--- src/rtl/centroid_div_sequencer.sv ---
// Object centroid engine: accumulates object pixel coordinates per frame and
// divides the sums by the pixel count with one shared restoring divider.
module centroid_div_sequencer #(
  parameter int X_WIDTH   = 10,
  parameter int Y_WIDTH   = 10,
  parameter int ACC_WIDTH = 32
) (
  input  logic                 clk,
  input  logic                 rst_n,
  input  logic                 frame_valid,
  input  logic                 pixel_valid,
  input  logic [X_WIDTH-1:0]   x,
  input  logic [Y_WIDTH-1:0]   y,
  input  logic                 object_pixel,
  input  logic [ACC_WIDTH-1:0] min_count,
  output logic [X_WIDTH-1:0]   centroid_x,
  output logic [Y_WIDTH-1:0]   centroid_y,
  output logic [ACC_WIDTH-1:0] pixel_count,
  output logic                 centroid_valid,
  output logic                 object_found,
  output logic                 busy,
  output logic                 frame_overrun
);

  localparam int CW = $clog2(ACC_WIDTH);

  typedef enum logic [1:0] {IDLE, DIV_X, DIV_Y, DONE} state_t;

  state_t                r_state;
  state_t                w_nextState;
  logic                  r_fvPrev;
  logic [ACC_WIDTH-1:0]  r_sumX, r_sumY, r_cnt;
  logic [ACC_WIDTH-1:0]  r_snapSumY, r_snapCnt;
  logic [ACC_WIDTH-1:0]  r_rem, r_quo;
  logic [CW-1:0]         r_bitCnt;
  logic [X_WIDTH-1:0]    r_quoX;
  logic [X_WIDTH-1:0]    r_centroidX;
  logic [Y_WIDTH-1:0]    r_centroidY;
  logic [ACC_WIDTH-1:0]  r_pixelCount;
  logic                  r_objectFound;

  logic                  w_frameEnd;
  logic                  w_accept;
  logic                  w_hasObject;
  logic                  w_lastBit;
  logic                  w_dividing;
  logic [ACC_WIDTH:0]    w_shift;
  logic                  w_ge;
  logic [ACC_WIDTH-1:0]  w_diff;
  logic [ACC_WIDTH-1:0]  w_remNext;
  logic [ACC_WIDTH-1:0]  w_quoNext;

  assign w_frameEnd  = r_fvPrev && !frame_valid;
  assign w_accept    = w_frameEnd && (r_state == IDLE);
  assign w_hasObject = (r_cnt != '0) && (r_cnt >= min_count);
  assign w_lastBit   = (r_bitCnt == CW'(ACC_WIDTH - 1));
  assign w_dividing  = (r_state == DIV_X) || (r_state == DIV_Y);

  // Restoring step: the remainder after a successful subtract is below the
  // divisor, so only the low ACC_WIDTH bits of the difference are needed.
  assign w_shift   = {r_rem, r_quo[ACC_WIDTH-1]};
  assign w_ge      = (w_shift >= {1'b0, r_snapCnt});
  assign w_diff    = w_shift[ACC_WIDTH-1:0] - r_snapCnt;
  assign w_remNext = w_ge ? w_diff : w_shift[ACC_WIDTH-1:0];
  assign w_quoNext = {r_quo[ACC_WIDTH-2:0], w_ge};

  always_ff @(posedge clk or negedge rst_n) begin
    if (!rst_n) r_state <= IDLE;
    else        r_state <= w_nextState;
  end

  always_comb begin
    w_nextState    = r_state;
    centroid_valid = 1'b0;
    busy           = (r_state != IDLE);
    frame_overrun  = w_frameEnd && (r_state != IDLE);
    case (r_state)
      IDLE:  if (w_frameEnd) w_nextState = w_hasObject ? DIV_X : DONE;
      DIV_X: if (w_lastBit)  w_nextState = DIV_Y;
      DIV_Y: if (w_lastBit)  w_nextState = DONE;
      DONE: begin
        centroid_valid = 1'b1;
        w_nextState    = IDLE;
      end
      default: w_nextState = IDLE;
    endcase
  end

  always_ff @(posedge clk or negedge rst_n) begin
    if (!rst_n) begin
      r_fvPrev      <= 1'b0;
      r_sumX        <= '0;
      r_sumY        <= '0;
      r_cnt         <= '0;
      r_snapSumY    <= '0;
      r_snapCnt     <= '0;
      r_rem         <= '0;
      r_quo         <= '0;
      r_bitCnt      <= '0;
      r_quoX        <= '0;
      r_centroidX   <= '0;
      r_centroidY   <= '0;
      r_pixelCount  <= '0;
      r_objectFound <= 1'b0;
    end else begin
      r_fvPrev <= frame_valid;
      if (!frame_valid) begin
        r_sumX <= '0;
        r_sumY <= '0;
        r_cnt  <= '0;
      end else if (pixel_valid && object_pixel) begin
        r_sumX <= r_sumX + {{(ACC_WIDTH-X_WIDTH){1'b0}}, x};
        r_sumY <= r_sumY + {{(ACC_WIDTH-Y_WIDTH){1'b0}}, y};
        r_cnt  <= r_cnt + ACC_WIDTH'(1);
      end

      if (w_accept) begin
        r_snapSumY <= r_sumY;
        r_snapCnt  <= r_cnt;
        r_quo      <= r_sumX;
        r_rem      <= '0;
        r_bitCnt   <= '0;
        if (!w_hasObject) begin
          r_pixelCount  <= r_cnt;
          r_objectFound <= 1'b0;
        end
      end else if (w_dividing) begin
        r_quo    <= w_quoNext;
        r_rem    <= w_remNext;
        r_bitCnt <= r_bitCnt + CW'(1);
        // The x quotient is parked while the same divider is reloaded with sum_y.
        if (w_lastBit && (r_state == DIV_X)) begin
          r_quoX   <= w_quoNext[X_WIDTH-1:0];
          r_quo    <= r_snapSumY;
          r_rem    <= '0;
          r_bitCnt <= '0;
        end else if (w_lastBit) begin
          r_centroidX   <= r_quoX;
          r_centroidY   <= w_quoNext[Y_WIDTH-1:0];
          r_pixelCount  <= r_snapCnt;
          r_objectFound <= 1'b1;
        end
      end
    end
  end

  assign centroid_x   = r_centroidX;
  assign centroid_y   = r_centroidY;
  assign pixel_count  = r_pixelCount;
  assign object_found = r_objectFound;

endmodule

--- config.mk ---
export PLATFORM = sky130hd
export DESIGN_NAME = centroid_div_sequencer
export DESIGN_NICKNAME = d
export VERILOG_FILES = /design/src/rtl/centroid_div_sequencer.sv
export SDC_FILE = /design/constraint.sdc
export NUM_CORES = 1
export LEC_CHECK = 0
export ABC_AREA = 1
export CORE_MARGIN = 10
export CORE_UTILIZATION = 55
export CTS_CLUSTER_SIZE = 14
export DETAILED_ROUTE_END_ITERATION = 6
export MAX_ROUTING_LAYER = met4
export PLACE_DENSITY = 0.78
export SLEW_MARGIN = 20
export SYNTH_ARGS = -nofsm -noshare
export SYNTH_HDL_FRONTEND = slang
export SYNTH_SLANG_ARGS = --single-unit
--- constraint.sdc ---
create_clock -name clk -period 2.3 [get_ports clk]
set_input_delay 0.23 -clock clk [delete_from_list [all_inputs] [get_ports clk]]
set_output_delay 0.23 -clock clk [all_outputs]
set_load 0.02 [all_outputs]
### Yosys cells after proc, flatten, opt, wreduce, memory -nomap -nowiden

Index checks and enable logic that the tools add are counted.
W data, S select, Z words.

* muxes and demuxes: 32
* div/mod/pow operators: 0
* shifts and indexed selects: 0
* equal/unequal tests: 10
* bitwise operators: 2
* add/subtract/negate cells: 5
* multipliers: 0
* $lt $le $gt $ge: 2
* reductions and logical operators: 17

Operators by type and width (count)
* $mux W32: 18
* $add A32 B10 Y32: 2
* $ge A33 B32 Y1: 1
* $add A32 B1 Y32 const B: 1
* $ge A32 B32 Y1: 1
* $reduce_bool A32 Y1: 1
* $sub A32 B32 Y32: 1
* $mux W5: 3
* $ne A2 B2 Y1 const B: 5
* $mux W2: 4
* $pmux W2 S4: 1
* $reduce_and A4 Y1: 2
* $logic_and A1 B1 Y1: 6
* $mux W1: 6
* $reduce_and A3 Y1: 2
* $reduce_bool A2 Y1: 3
* $add A5 B1 Y5 const B: 1
* $eq A5 B5 Y1 const B: 1
* $eq A2 B2 Y1 const B: 2
* $eq A2 B1 Y1 const B: 1
* $logic_not A2 Y1: 1
* $ne A2 B1 Y1 const B: 1
* $not A1 Y1: 2
* $logic_not A1 Y1: 1
* $logic_or A1 B1 Y1: 1

* logic and storage cells: 83
* bits in latches: 0
* RAM bits: 0
* bits of input ports: 57
* memories: 0
* register bits after elaboration: 295
* bits in read-only memories: 0

### Logic depth before layout (Yosys ltp)

Gate-level depths: netlist of run 1.

* word-level depth: 5
* depth in mapped cells: 19
* gate-level depth less buffers: 18

### Worst setup path before layout of run 1

No wires, ideal clock.

* kind: register to register
* start: register r_bitCnt[0]
* end: register r_pixelCount[10] (netlist: pixel_count[10])
* cell stages (with the launch flop): 14
* path slack: 0.235 ns
* clock period less this slack: 2.065 ns
* required time: 2.183 ns
* arrival: 1.948 ns
* cell sequence: dfrtp_1 > ha_1 > nand2_1 > nor2_1 > ha_1 > nand2_1 > inv_1 > nor3_4 > inv_2 > nor2_2 > inv_2 > buf_1 > nand3_1 > nand2_1

* longest elaborated chain between the ends: 4
* elaborated cells between the ends (all ways): 5
* those cells by class: eq/ne (2); reduce/logical (3)

Ends and longest elaborated chain
* start: declaration: RTL line 35 `logic [CW-1:0] r_bitCnt;`
* start signal: assignment: RTL line 130 `r_bitCnt <= r_bitCnt + CW'(1);`
* $eq A5 B5 Y1 *: RTL line 56 `assign w_lastBit = (r_bitCnt == CW'(ACC_WIDTH - 1));`
* $logic_and A1 B1 Y1: RTL line 132 `if (w_lastBit && (r_state == DIV_X)) begin`
* $ne A2 B2 Y1 (no line)
* $reduce_and A4 Y1 (no line) *
* end signal: assignment: RTL line 124 `r_pixelCount <= r_cnt;`
* end signal: assignment: RTL line 140 `r_pixelCount <= r_snapCnt;`
* end: declaration: RTL line 39 `logic [ACC_WIDTH-1:0] r_pixelCount;`

Every way passes the cells marked *; elsewhere a longest branch is shown, timed or not.
A chain may end at the register's enable or synchronous reset.

### Worst setup path in the final report of run 1

* start: register r_rem[11]
* end: register r_rem[3]

* longest elaborated chain between the ends: 5

Ends and longest elaborated chain
* start: declaration: RTL line 34 `logic [ACC_WIDTH-1:0] r_rem, r_quo;`
* start signal: assignment: RTL line 129 `r_rem <= w_remNext;`
* $ge A33 B32 Y1: RTL line 62 `assign w_ge = (w_shift >= {1'b0, r_snapCnt});`
* $mux W32: RTL line 64 `assign w_remNext = w_ge ? w_diff : w_shift[ACC_WIDTH-1:0];`
* $mux W32: RTL line 132
* $mux W32: RTL line 127 `end else if (w_dividing) begin`
* $mux W32: RTL line 117 `if (w_accept) begin`

Every way passes these cells. The select of a mux whose other input is x is not followed.

==> metrics.md, run 1 <==
| Metric | Value |
|---|---|
| CTS max path bufs | `3` |
| Cell Area, Placed | `0.0200 mm²` |
| Via-per-instance ratio | `between 5 and 6` |
| Top_reg_cell synth | `dfrtp_1` |
| Nets | `~2,700` |
| Run status | `finished clean` |
| Met1 GRT Util | `0.368` |
| Element type at the critical path end | `register` |
| Clock net sink count | `between 200 and 300` |
| Mapped Cells | `roughly 2,300` |
| Critical path required time | `roughly 2.7 ns` |
| Total core area | `0.0308 mm²` |
| Clock Latency Late Sink | `0.53 ns` |
| Fill cells | `approximately 2,400` |
| Pleak | `10.3 nW` |
| Synth Area in Simple Gates | `0.259` |
| Sequential area share after synthesis | `0.427` |
| Max-slew headroom | `0.591` |
| Largest net degree at the start of global routing | `91` |
| Die X | `approximately 200 µm` |
| Hold path start | `frame_valid` |
| Avg Inst Size Synth | `7.48 µm²` |
| Gpl congestion | `0.964` |
| Period utilization | `0.975` |
| Area grow syn2layout | `28.8%` |
| Crit-path cells | `ha_4 > buf_4 > nand2_2 > nor2_2 > nand2_2 > nor2_2 > nand2_1 > nor2_2 > nor2_4 > buf_4 > buf_4 > nand3_1 > nand3_1 > o21ai_1` |
| Slew Limit Fails | `0` |
| Synthesized Nets | `around 2,500` |
| Hold Path Depth | `4` |
| M3 GR Usage | `0.0501` |
| Post-DRT Antenna Nets | `0` |
| Grt peak-use layer | `met2` |
| Async SR Flop Fraction | `1.00` |
| Inserted Clock Buffers | `34` |
| R2R Setup Slk | `0.06 ns` |
| IO Count | `between 100 and 150` |
| Crit path DAT | `2.69 ns` |
| CTS tree | `built` |
| Fmax | `between 400 and 500 MHz` |
| Die Ht | `slightly below 200 µm` |
| Antenna violations before repair | `0` |
| HP Class | `input port to register` |
| Yosys warns | `0` |
| Post-DR wirelength/cell | `between 15 and 20 µm` |
| Power per Cell Area | `around 520 mW/mm²` |
| Share of cells above drive strength 1 | `0.168` |
| Footprint of the multi-input gates | `roughly 0.009 mm²` |
| Final Hold Viols | `0` |
| Vias in the first global route | `around 17,000` |
| Main combinational cell family by area after synthesis | `simple AND/OR/NAND/NOR gates` |
| Die area | `approximately 0.039 mm²` |
| GRT Util Overall | `0.284` |
| EDFF count, synth | `0` |
| Setup TNS | `0 ns` |
| Synth unique cells | `around 50` |
| Post-synthesis mux area share | `0` |
| Crit path time final | `between 2 and 2.5 ns` |
| PnR worst setup slack | `roughly 0.057 ns` |
| DP HPWL | `slightly above 40,000 µm` |
| Maximum vdd drop | `0.776 mV` |
| Fin area | `around 0.022 mm²` |
| Sequential Area | `roughly 0.0074 mm²` |
| Clock Skews | `0.0179 ns` |
| Number of DRC markers in iteration 0 | `1,568` |
| Slowest CP cell | `dfrtp_1` |
| Post-synthesis register bit count | `between 200 and 300` |
| Root buf cell | `clkbuf_16` |
| Area leader, netlist | `dfrtp_1` |
| Ant diodes | `0` |
| Initial Util | `0.561` |
| Total congestion overflow | `0` |
| Netlist Area Pre-Place | `0.0173 mm²` |
| Pre-CTS setup slack | `-0.555 ns` |
| Final wirelength | `56,200 µm` |
| Hold endpoint | `r_sumY[19]` |
| Post-synthesis adder-cell area fraction | `0.0701` |
| Worst Reg-to-Reg Cells | `14` |
| Endpoints failing setup | `0` |
| Compound-Gate Fraction of Synth Area | `0.144` |
| Clock transition at path regs | `approximately 0.060 ns` |
| First-pass GRT wire length | `between 80,000 and 90,000 µm` |
| CP Max Fanout | `3` |
| FP Rows | `64` |
| Critical path class | `register to register` |
| IO Port Bufs | `112` |
| Slowest stage delay, CP | `0.41 ns` |
| H-tree depth | `2` |
| R2r endpoint | `r_rem[3]` |
| Yosys top cell area share | `0.427` |
| Setup crit start kind | `register` |
| Synth area leaders | `dfrtp_1 (43%), nand2_1 (13%), inv_1 (6.8%), ha_1 (6.7%), o21ai_0 (5.2%)` |
| Max-cap violations | `0` |
| Xor/xnor share of the synthesized area | `0.0106` |
| # DRC | `0` |
| Routed vias | `between 15,000 and 20,000` |
| GR Util met2 | `0.446` |
| Worst-Margin Slew | `0.613 ns` |
| RR Startpoint | `r_rem[11]` |
| First-pass DRT Iterations | `6` |
[worst max path at each step]
stage	from	to	slack, ns	cells past startpoint
after global routing	r_rem[6]	r_rem[28]	-0.05	14
after global placement	min_count[31]	pixel_count[28]	-0.43	15
final	r_rem[11]	r_rem[3]	0.06	14
after CTS	r_snapCnt[6]	r_rem[30]	-0.008	15
after detailed placement	min_count[31]	pixel_count[26]	-0.56	15
after floorplan	r_bitCnt[0]	pixel_count[10]	0.24	13
[state kept, by name, indices dropped and copies added, names as in the netlist]
name	count
centroid_x	10
centroid_y	10
object_found	1
pixel_count	32
r_bitCnt	5
r_cnt	32
r_fvPrev	1
r_quo	32
r_quoX	10
r_rem	32
r_snapCnt	32
r_snapSumY	32
r_state	2
r_sumX	32
r_sumY	32
[cells by family (layout without fill, tap and decap cells)]
group,count (synthesis),in the layout
compound gates,457,457
xor+xnor,21,21
buf+inv,394,696
flops,295,295
fa+ha+maj,95,95
simple gates,1048,1049
[where the power goes]
group	internal, W	total, W	switching, W
clock network	0.00332	0.00560	0.00228
logic	0.000296	0.000736	0.000440
registers	0.00522	0.00524	0.0000249
[repair_timing]
item                                    in CTS  in global routing
pin swaps                                    4                 35
resized for setup                           23                160
buffers inserted                             3                 20
hold endpoints to repair                    52                  0
hold buffers                                 1                  0
endpoints found under the setup margin      67                109
cloned                                       0                  5
[metrics by stage]
stage	std cells	total power (W)	hold slack, ns	utilization
6_report	3009	0.0116	0.233	0.722
5_1_grt	3009	0.0119	0.248	0.722
4_1_cts	2984	0.0116	0.210	0.692
3_5_place_dp	2919	0.00604	0.225	0.650
3_3_place_gp	2919	0.00602	0.215	0.650
2_1_floorplan	2310	0.00563	-0.0656	-
[cells in the mapped netlist (4+ instances only)]
| cell type | n |
|---|---|
| ha_1 | 92 |
| nand2_1 | 593 |
| nand3_2 | 8 |
| o21a_1 | 14 |
| a221oi_1 | 6 |
| xor2_1 | 5 |
| nand3_1 | 159 |
| nand4_1 | 25 |
| buf_1 | 8 |
| o21ai_0 | 181 |
| a211oi_1 | 4 |
| nand2_2 | 9 |
| dfrtp_1 | 295 |
| inv_2 | 7 |
| nor2_2 | 13 |
| xnor2_1 | 16 |
| nor2_1 | 163 |
| clkbuf_1 | 42 |
| o22ai_1 | 32 |
| nand3b_1 | 9 |
| buf_2 | 18 |
| nor3b_1 | 4 |
| inv_1 | 312 |
| o21ai_1 | 50 |
| nor4_1 | 14 |
| a21oi_1 | 140 |
| nor3_1 | 42 |
| a221o_1 | 5 |
| a21boi_0 | 4 |
[metal layers]
metal	share of wire	wire, µm	vias to the layer above
li1	-	-	8145
met1	0.43	24200	8238
met2	0.47	26200	695
met3	0.071	3990	133
met4	0.031	1760	0
met5	0	0	-
[placed cells by master (no fill, tap or decap), types with 41 or more instances in the layout]
| cell | netlist | layout |
|---|---|---|
| a21oi_1 | 140 | 123 |
| buf_4 | 0 | 176 |
| clkdlybuf4s50_1 | 0 | 108 |
| dfrtp_1 | 295 | 290 |
| ha_1 | 92 | 61 |
| inv_1 | 312 | 296 |
| nand2_1 | 593 | 566 |
| nand3_1 | 159 | 153 |
| nor2_1 | 163 | 147 |
| nor3_1 | 42 | 41 |
| o21ai_0 | 181 | 174 |
| o21ai_1 | 50 | 48 |
[cell type report]
| class | instances | share of cell area |
|---|---|---|
| tap | 396 | 0.0222 |
| inverter | 321 | 0.0541 |
| multi-input combinational | 1622 | 0.409 |
| clock inverter | 16 | 0.00843 |
| clock buffer | 45 | 0.0433 |
| timing repair buffer | 314 | 0.131 |
| sequential | 295 | 0.332 |
[worst max-delay path, delay by kind of cell (launching register included)]
family	cells	cell delay, ns
fa+ha+maj	1	0.31
flops	1	0.41
compound gates	1	0.11
buf+inv	3	0.42
simple gates	9	0.93
(Power assumes the default switching activity.)
==> inputs of run 2 (changes only) <==
--- a/config.mk
+++ b/config.mk
@@ -7,11 +7,11 @@
 export LEC_CHECK = 0
 export ABC_AREA = 1
 export CORE_MARGIN = 10
-export CORE_UTILIZATION = 55
+export CORE_UTILIZATION = 54
 export CTS_CLUSTER_SIZE = 14
 export DETAILED_ROUTE_END_ITERATION = 6
 export MAX_ROUTING_LAYER = met4
-export PLACE_DENSITY = 0.78
+export PLACE_DENSITY = 0.8
 export SLEW_MARGIN = 20
 export SYNTH_ARGS = -nofsm -noshare
 export SYNTH_HDL_FRONTEND = slang
==> constraint.sdc (replaced) <==
create_clock -name clk -period 2.05 [get_ports clk]
set_input_delay 0.205 -clock clk [delete_from_list [all_inputs] [get_ports clk]]
set_output_delay 0.205 -clock clk [all_outputs]
set_load 0.02 [all_outputs]
==> run 2 against run 1 <==
The run now ends with design-rule violations, negative setup slack left. Setup slack got worse by 0.66 ns. Combinational power rose by 48%. Maximum frequency decreased by 16%. First-iteration DRC count rose by 63%. Critical path type unchanged. Largest power group unchanged.
==> metrics.md, run 2 (synthesized netlist as in run 1, its figures left out) <==
| Metric | Value |
|---|---|
| WP depth | `14 (unchanged)` |
| Sw power | `0.00332 W (+21%)` |
| HP Class | `input port to async pin` |
| Final Hold Viols | `0 (unchanged)` |
| Clock transition at path regs | `0.06 ns (about the same)` |
| Endpoints failing setup | `104 (+104)` |
| Post-DR wirelength/cell | `23.1 µm (+24%)` |
| CP bufs+invs | `2 (-1)` |
| Logic pwr share | `0.081 (+0.017)` |
| Routed vias | `20,300 (+18%)` |
| Area grow syn2layout | `52.2%` |
| Clock Latency Late Sink | `0.54 ns (about the same)` |
| Critical path required time | `2.43 ns (-0.31 ns)` |
| Sw frac | `0.246 (+0.00835)` |
| Run status | `finished, violations left` |
| Commonest non-fill, non-tap cell in the layout | `nand2_1` |
| Clock net sink count | `295 (unchanged)` |
| Worst Reg-to-Reg Cells | `14 (unchanged)` |
| Critical path class | `register to register` |
| Initial Util | `0.548 (-0.0129)` |
| Nets | `2,970 (+8.4%)` |
| Total core area | `0.0316 mm² (+2.4%)` |
| Vias in the first global route | `18,600 (+12%)` |
| Crit path top cell by count | `nand2_1` |
| CP Max Fanout | `8 (+5)` |
| Final wirelength | `74,900 µm (+33%)` |
| Seq pwr share | `0.436 (-0.017)` |
| IO Count | `113 (unchanged)` |
| Slew Limit Fails | `0 (unchanged)` |
| H-tree depth | `2 (unchanged)` |
| Crit path DAT | `3.03 ns (+0.34 ns)` |
| # DRC | `8 (+8)` |
| Maximum vdd drop | `0.517 mV (-33%)` |
| Pint | `0.0102 W (+15%)` |
| Max-slew headroom | `0.565 (-0.0260)` |
| Commonest cells after routing, fill and taps aside | `nand2_1 (446), buf_4 (370), dfrtp_1 (290)` |
| R2R Setup Slk | `-0.60 ns (-0.66 ns)` |
| Element type at the critical path end | `register` |
| Total congestion overflow | `0 (unchanged)` |
| Gpl congestion | `0.997 (+3.4%)` |
| Root buf cell | `clkbuf_16` |
| Die Ht | `199 µm (+0.83%)` |
| Slowest CP cell | `dfrtp_1` |
| Share of cells above drive strength 1 | `0.350 (+0.182)` |
| Period utilization | `1.30 (+0.320)` |
| DP HPWL | `42,700 µm (+6.1%)` |
| Number of DRC markers in iteration 0 | `2,556 (+63%)` |
| CTS tree | `built` |
| Die X | `199 µm (+0.83%)` |
| Antenna violations before repair | `3 (+3)` |
| First-pass DRT Iterations | `7 (+1)` |
| First-pass GRT wire length | `100,000 µm (+15%)` |
| Top Family by Delay on Critical Path | `simple AND/OR/NAND/NOR gates` |
| FP Rows | `65 (+1.6%)` |
| CTS max path bufs | `3 (unchanged)` |
| Via-per-instance ratio | `6.25 (+9.2%)` |
| PnR worst setup slack | `-0.605 ns (-0.662 ns)` |
| Hold WS | `0.202 ns (-0.0314 ns)` |
| Crit-path cells | `ha_4 > nand2_1 > nor2_4 > nand4_1 > nor2_4 > nand2_2 > nand3_2 > nand2_4 > nand2_4 > buf_12 > nand2_8 > buf_16 > nand2_1 > nand2_1` |
| Inserted Clock Buffers | `34 (unchanged)` |
| Power per Cell Area | `513 mW/mm² (-1.3%)` |
| R2r endpoint | `pixel_count[11]` |
| IO Port Bufs | `112 (unchanged)` |
| Clock Skews | `0.0149 ns (-0.00305 ns)` |
| RR Startpoint | `r_cnt[21]` |
| Unrepaired setup endpoints after global routing | `yes` |
| Pre-CTS setup slack | `-0.478 ns (+0.0773 ns)` |
| Largest net degree at the start of global routing | `66 (-27%)` |
| Die area | `0.0396 mm² (+1.7%)` |
| Max-cap violations | `0 (unchanged)` |
| Failing checks | `design-rule violations, negative setup slack` |
| Slowest stage delay, CP | `0.43 ns (+0.02 ns)` |
| Post-DRT Antenna Nets | `0 (unchanged)` |
| Setup crit start kind | `register` |
| Clock share of power | `0.484 (about the same)` |
| GRT Util Overall | `0.330 (+0.0462)` |
| Fmax | `377 MHz (-16%)` |
| Pleak | `12.2 nW (+18%)` |
| Crit path time final | `2.65 ns (+0.412 ns)` |
| Worst-Margin Slew | `0.652 ns (+0.0390 ns)` |
-- run 2: stage by stage --
step	setup TNS (ns)	total power [W]	util	cells	cell area, µm²
final	-26.24	0.0135	0.834	3246	26300
after global placement	-34.04	0.00684	0.674	3083	21300
after CTS	-7.16	0.0133	0.775	3204	24400
after floorplan	0	0.00632	-	2310	17300
after global routing	-31.61	0.0138	0.834	3246	26300
after detailed placement	-40.90	0.00686	0.674	3083	21300
-- run 2: metal layers --
layer	share of wire	global-route usage
met2	0.45	0.506
met5	0	-
met3	0.11	0.0620
met4	0.069	0.149
met1	0.37	0.418
-- run 2: worst max path at each step --
| stage | start | to | slack [ns] |
|---|---|---|---|
| 2_1_floorplan | r_snapCnt[0] | r_rem[26] | 0.01 |
| 3_3_place_gp | min_count[7] | pixel_count[1] | -0.38 |
| 3_5_place_dp | min_count[31] | pixel_count[20] | -0.48 |
| 4_1_cts | r_rem[5] | r_rem[18] | -0.16 |
| 5_1_grt | r_cnt[21] | pixel_count[11] | -0.64 |
| 6_report | r_cnt[21] | pixel_count[11] | -0.60 |
-- run 2: what timing repair did --
item,in CTS,in global routing
gates resized for setup,289,379
hold buffers,1,0
setup buffers,47,43
pin swaps,64,115
endpoints found under the setup margin,105,173
endpoints found under the hold margin,55,0
cloned,14,6
-- run 2: layout make-up --
class                   count  area (µm²)
fillers                  1646        5240
repair buffers            543        5000
clock buffers              45         973
well taps                 402         503
inverters                 321        1220
multi-input cells        1623       11000
diodes                      3        7.51
flip-flops and latches    295        7390
clock inverters            14         200
-- run 2: power groups by stage --
stage	sequential, W	combinational [W]	clock (W)
finish	0.00589	0.00109	0.00653
global route	0.00589	0.00116	0.00673
CTS	0.00588	0.000903	0.00648
detailed placement	0.00599	0.000873	0
global placement	0.00599	0.000852	0
floorplan	0.00598	0.000334	0
==> inputs of run 3 (changes only) <==
--- a/config.mk
+++ b/config.mk
@@ -12,6 +12,7 @@
 export DETAILED_ROUTE_END_ITERATION = 6
 export MAX_ROUTING_LAYER = met4
 export PLACE_DENSITY = 0.8
+export RECOVER_POWER = 100
 export SLEW_MARGIN = 20
 export SYNTH_ARGS = -nofsm -noshare
 export SYNTH_HDL_FRONTEND = slang
==> run 3 against run 2 <==
The run ends with design-rule violations, max-capacitance violations, max-slew violations, negative setup slack left. Maximum frequency down 0.54%. Clock power about the same. Wire length about the same. Worst hold slack better by 0.042 ns. Die area unchanged. Setup slack worse by 0.014 ns. Cell count did not move. First-iteration DRC count is 3.5% higher. Utilization shrank 0.71 points. Critical path type unchanged. Sequential power barely moved. Clock skew down 0.0010 ns. Global-route usage did not move.
==> metrics.md, run 3 (synthesized netlist as in run 1, its figures left out) <==
| Metric | Value |
|---|---|
| Crit path DAT | `3.05 ns (+0.02 ns)` |
| Final wirelength | `75,000 µm (about the same)` |
| Critical path required time | `2.43 ns (about the same)` |
| Inserted Clock Buffers | `34 (unchanged)` |
| CTS tree | `built` |
| RR Startpoint | `r_cnt[22]` |
| Clock Latency Late Sink | `0.54 ns (about the same)` |
| Hold path start | `frame_valid` |
| Worst-Margin Slew | `1.85 ns (+1.19 ns)` |
| Final Hold Viols | `0 (unchanged)` |
| IO Port Bufs | `112 (unchanged)` |
| Worst Reg-to-Reg Cells | `14 (unchanged)` |
| Finished Core Util | `0.827 (-0.00706)` |
| Via-per-instance ratio | `6.28 (+0.48%)` |
| Hold Path Depth | `4` |
| Hold endpoint | `r_sumY[19]` |
| Initial Util | `0.548 (unchanged)` |
| First-pass DRT Iterations | `7 (unchanged)` |
| HP Class | `input port to register` |
| Die X | `199 µm (unchanged)` |
| Element type at the critical path end | `register` |
| Routed vias | `20,400 (+0.48%)` |
| Post-DRT Antenna Nets | `0 (unchanged)` |
| Area grow syn2layout | `50.9%` |
| Placed cell count | `3,083 (unchanged)` |
| CTS max path bufs | `3 (unchanged)` |
| Antenna violations before repair | `3 (unchanged)` |
| Critical path class | `register to register` |
| Gpl congestion | `0.997 (unchanged)` |
| Clock net sink count | `295 (unchanged)` |
| Endpoints failing setup | `156 (+50%)` |
| Failing checks | `design-rule violations, max-capacitance violations, max-slew violations, negative setup slack` |
| Period utilization | `1.30 (+0.00700)` |
| Unrepaired setup endpoints after global routing | `yes` |
| Die area | `0.0396 mm² (unchanged)` |
| Fmax | `375 MHz (-0.54%)` |
| Commonest cells after routing, fill and taps aside | `nand2_1 (448), buf_4 (346), dfrtp_1 (290)` |
| # DRC | `6 (-2)` |
| R2r endpoint | `pixel_count[11]` |
| Post-DR wirelength/cell | `23.1 µm (about the same)` |
| Clock transition at path regs | `0.06 ns (about the same)` |
| Hold WS | `0.244 ns (+0.0422 ns)` |
| DP HPWL | `42,700 µm (unchanged)` |
| Largest net degree at the start of global routing | `66 (unchanged)` |
| Die Ht | `199 µm (unchanged)` |
| Root buf cell | `clkbuf_16` |
| Total core area | `0.0316 mm² (unchanged)` |
| Setup crit start kind | `register` |
| Share of cells above drive strength 1 | `0.340 (-0.00915)` |
| Nets | `2,970 (unchanged)` |
| Max-cap violations | `1 (+1)` |
| R2R Setup Slk | `-0.62 ns (about the same)` |
| Number of DRC markers in iteration 0 | `2,646 (+3.5%)` |
| PnR worst setup slack | `-0.619 ns (-0.0144 ns)` |
| Slew Limit Fails | `63 (+63)` |
| Pre-CTS setup slack | `-0.478 ns (unchanged)` |
| Cell Area, Placed | `0.0213 mm² (unchanged)` |
| Total congestion overflow | `0 (unchanged)` |
| IO Count | `113 (unchanged)` |
| Power per Cell Area | `517 mW/mm² (+0.70%)` |
| First-pass GRT wire length | `100,000 µm (unchanged)` |
| FP Rows | `65 (unchanged)` |
| Crit path time final | `2.67 ns (+0.0144 ns)` |
| Fin area | `0.0261 mm² (-0.85%)` |
| Vias in the first global route | `18,600 (unchanged)` |
| Commonest non-fill, non-tap cell in the layout | `nand2_1` |
| CP Max Fanout | `8 (unchanged)` |
| Final Non-Filler Cells | `3,246 (unchanged)` |
| Run status | `finished, violations left` |
| Max-slew headroom | `-0.230 (-0.795)` |
| H-tree depth | `2 (unchanged)` |
| Maximum vdd drop | `0.513 mV (-0.79%)` |
| GRT Util Overall | `0.330 (unchanged)` |
| Clock Skews | `0.0138 ns (-0.00102 ns)` |
| Pleak | `12.0 nW (-2.1%)` |
## run 3: cell count changes in the layout (fill, tap and decap cells not counted), moves of 3 or more
cell,delta
clkbuf_2,+9
clkbuf_1,+10
ha_1,+4
clkdlybuf4s50_1,-54
buf_12,-4
buf_4,-24
nor2_2,-3
nor2_1,+4
dlygate4sd3_1,+54
clkbuf_4,+10
## run 3: layer usage
layer | GRT usage | share of wire | wire length, µm | vias to the layer above
li1 | - | - | - | 8629
met1 | 0.418 | 0.36 | 27000 | 9596
met2 | 0.506 | 0.45 | 33600 | 1608
met3 | 0.0620 | 0.12 | 8930 | 546
met4 | 0.149 | 0.072 | 5410 | 0
met5 | - | 0 | 0 | -
## run 3: through the flow
step | power (W) | setup TNS (ns)
final | 0.0135 | -30.46
after detailed placement | 0.00686 | -40.90
after global routing | 0.0138 | -46.62
after CTS | 0.0133 | -7.16
after floorplan | 0.00632 | 0
after global placement | 0.00684 | -34.04
## run 3: timing repair
action                     4_1_cts  5_1_grt
gates cloned                    14        6
hold endpoints to repair        55        0
resized for setup              289      379
hold buffers                     1        0
pin swaps                       64      115
setup endpoints to repair      105      173
buffers inserted                47       43
## run 3: worst max-delay path, stage by stage (launching register included)
cell and delay (ns):
dfrtp_1 0.44, ha_1 0.33, nand2_2 0.09, nor2_4 0.11
nand4_1 0.33, nor2_4 0.23, nand2_2 0.08, nand3_2 0.11
nand2_4 0.08, nand2_4 0.09, buf_12 0.11, nand2_8 0.09
buf_16 0.19, nand2_1 0.09, nand2_1 0.14
## run 3: final cells by class
type	instances	area (µm²)
antenna	3	7.51
fill	1705	5460
clock inverter	14	200
tap	402	503
timing repair buffer	543	4890
multi-input combinational	1623	10900
clock buffer	45	973
inverter	321	1220
sequential	295	7390
## run 3: worst max-delay path by stage
stage                             start  slack, ns              end
after CTS                      r_rem[5]      -0.16        r_rem[18]
final                         r_cnt[22]      -0.62  pixel_count[11]
after global placement     min_count[7]      -0.38   pixel_count[1]
after global routing          r_cnt[21]      -0.64  pixel_count[11]
after detailed placement  min_count[31]      -0.48  pixel_count[20]
after floorplan            r_snapCnt[0]       0.01        r_rem[26]
## run 3: power by group
part           internal (W)  leakage, nW  switching (W)
clock               0.00387        0.571        0.00266
combinational      0.000448         7.75       0.000616
sequential          0.00586         3.65      0.0000325
total                0.0102         12.0        0.00331
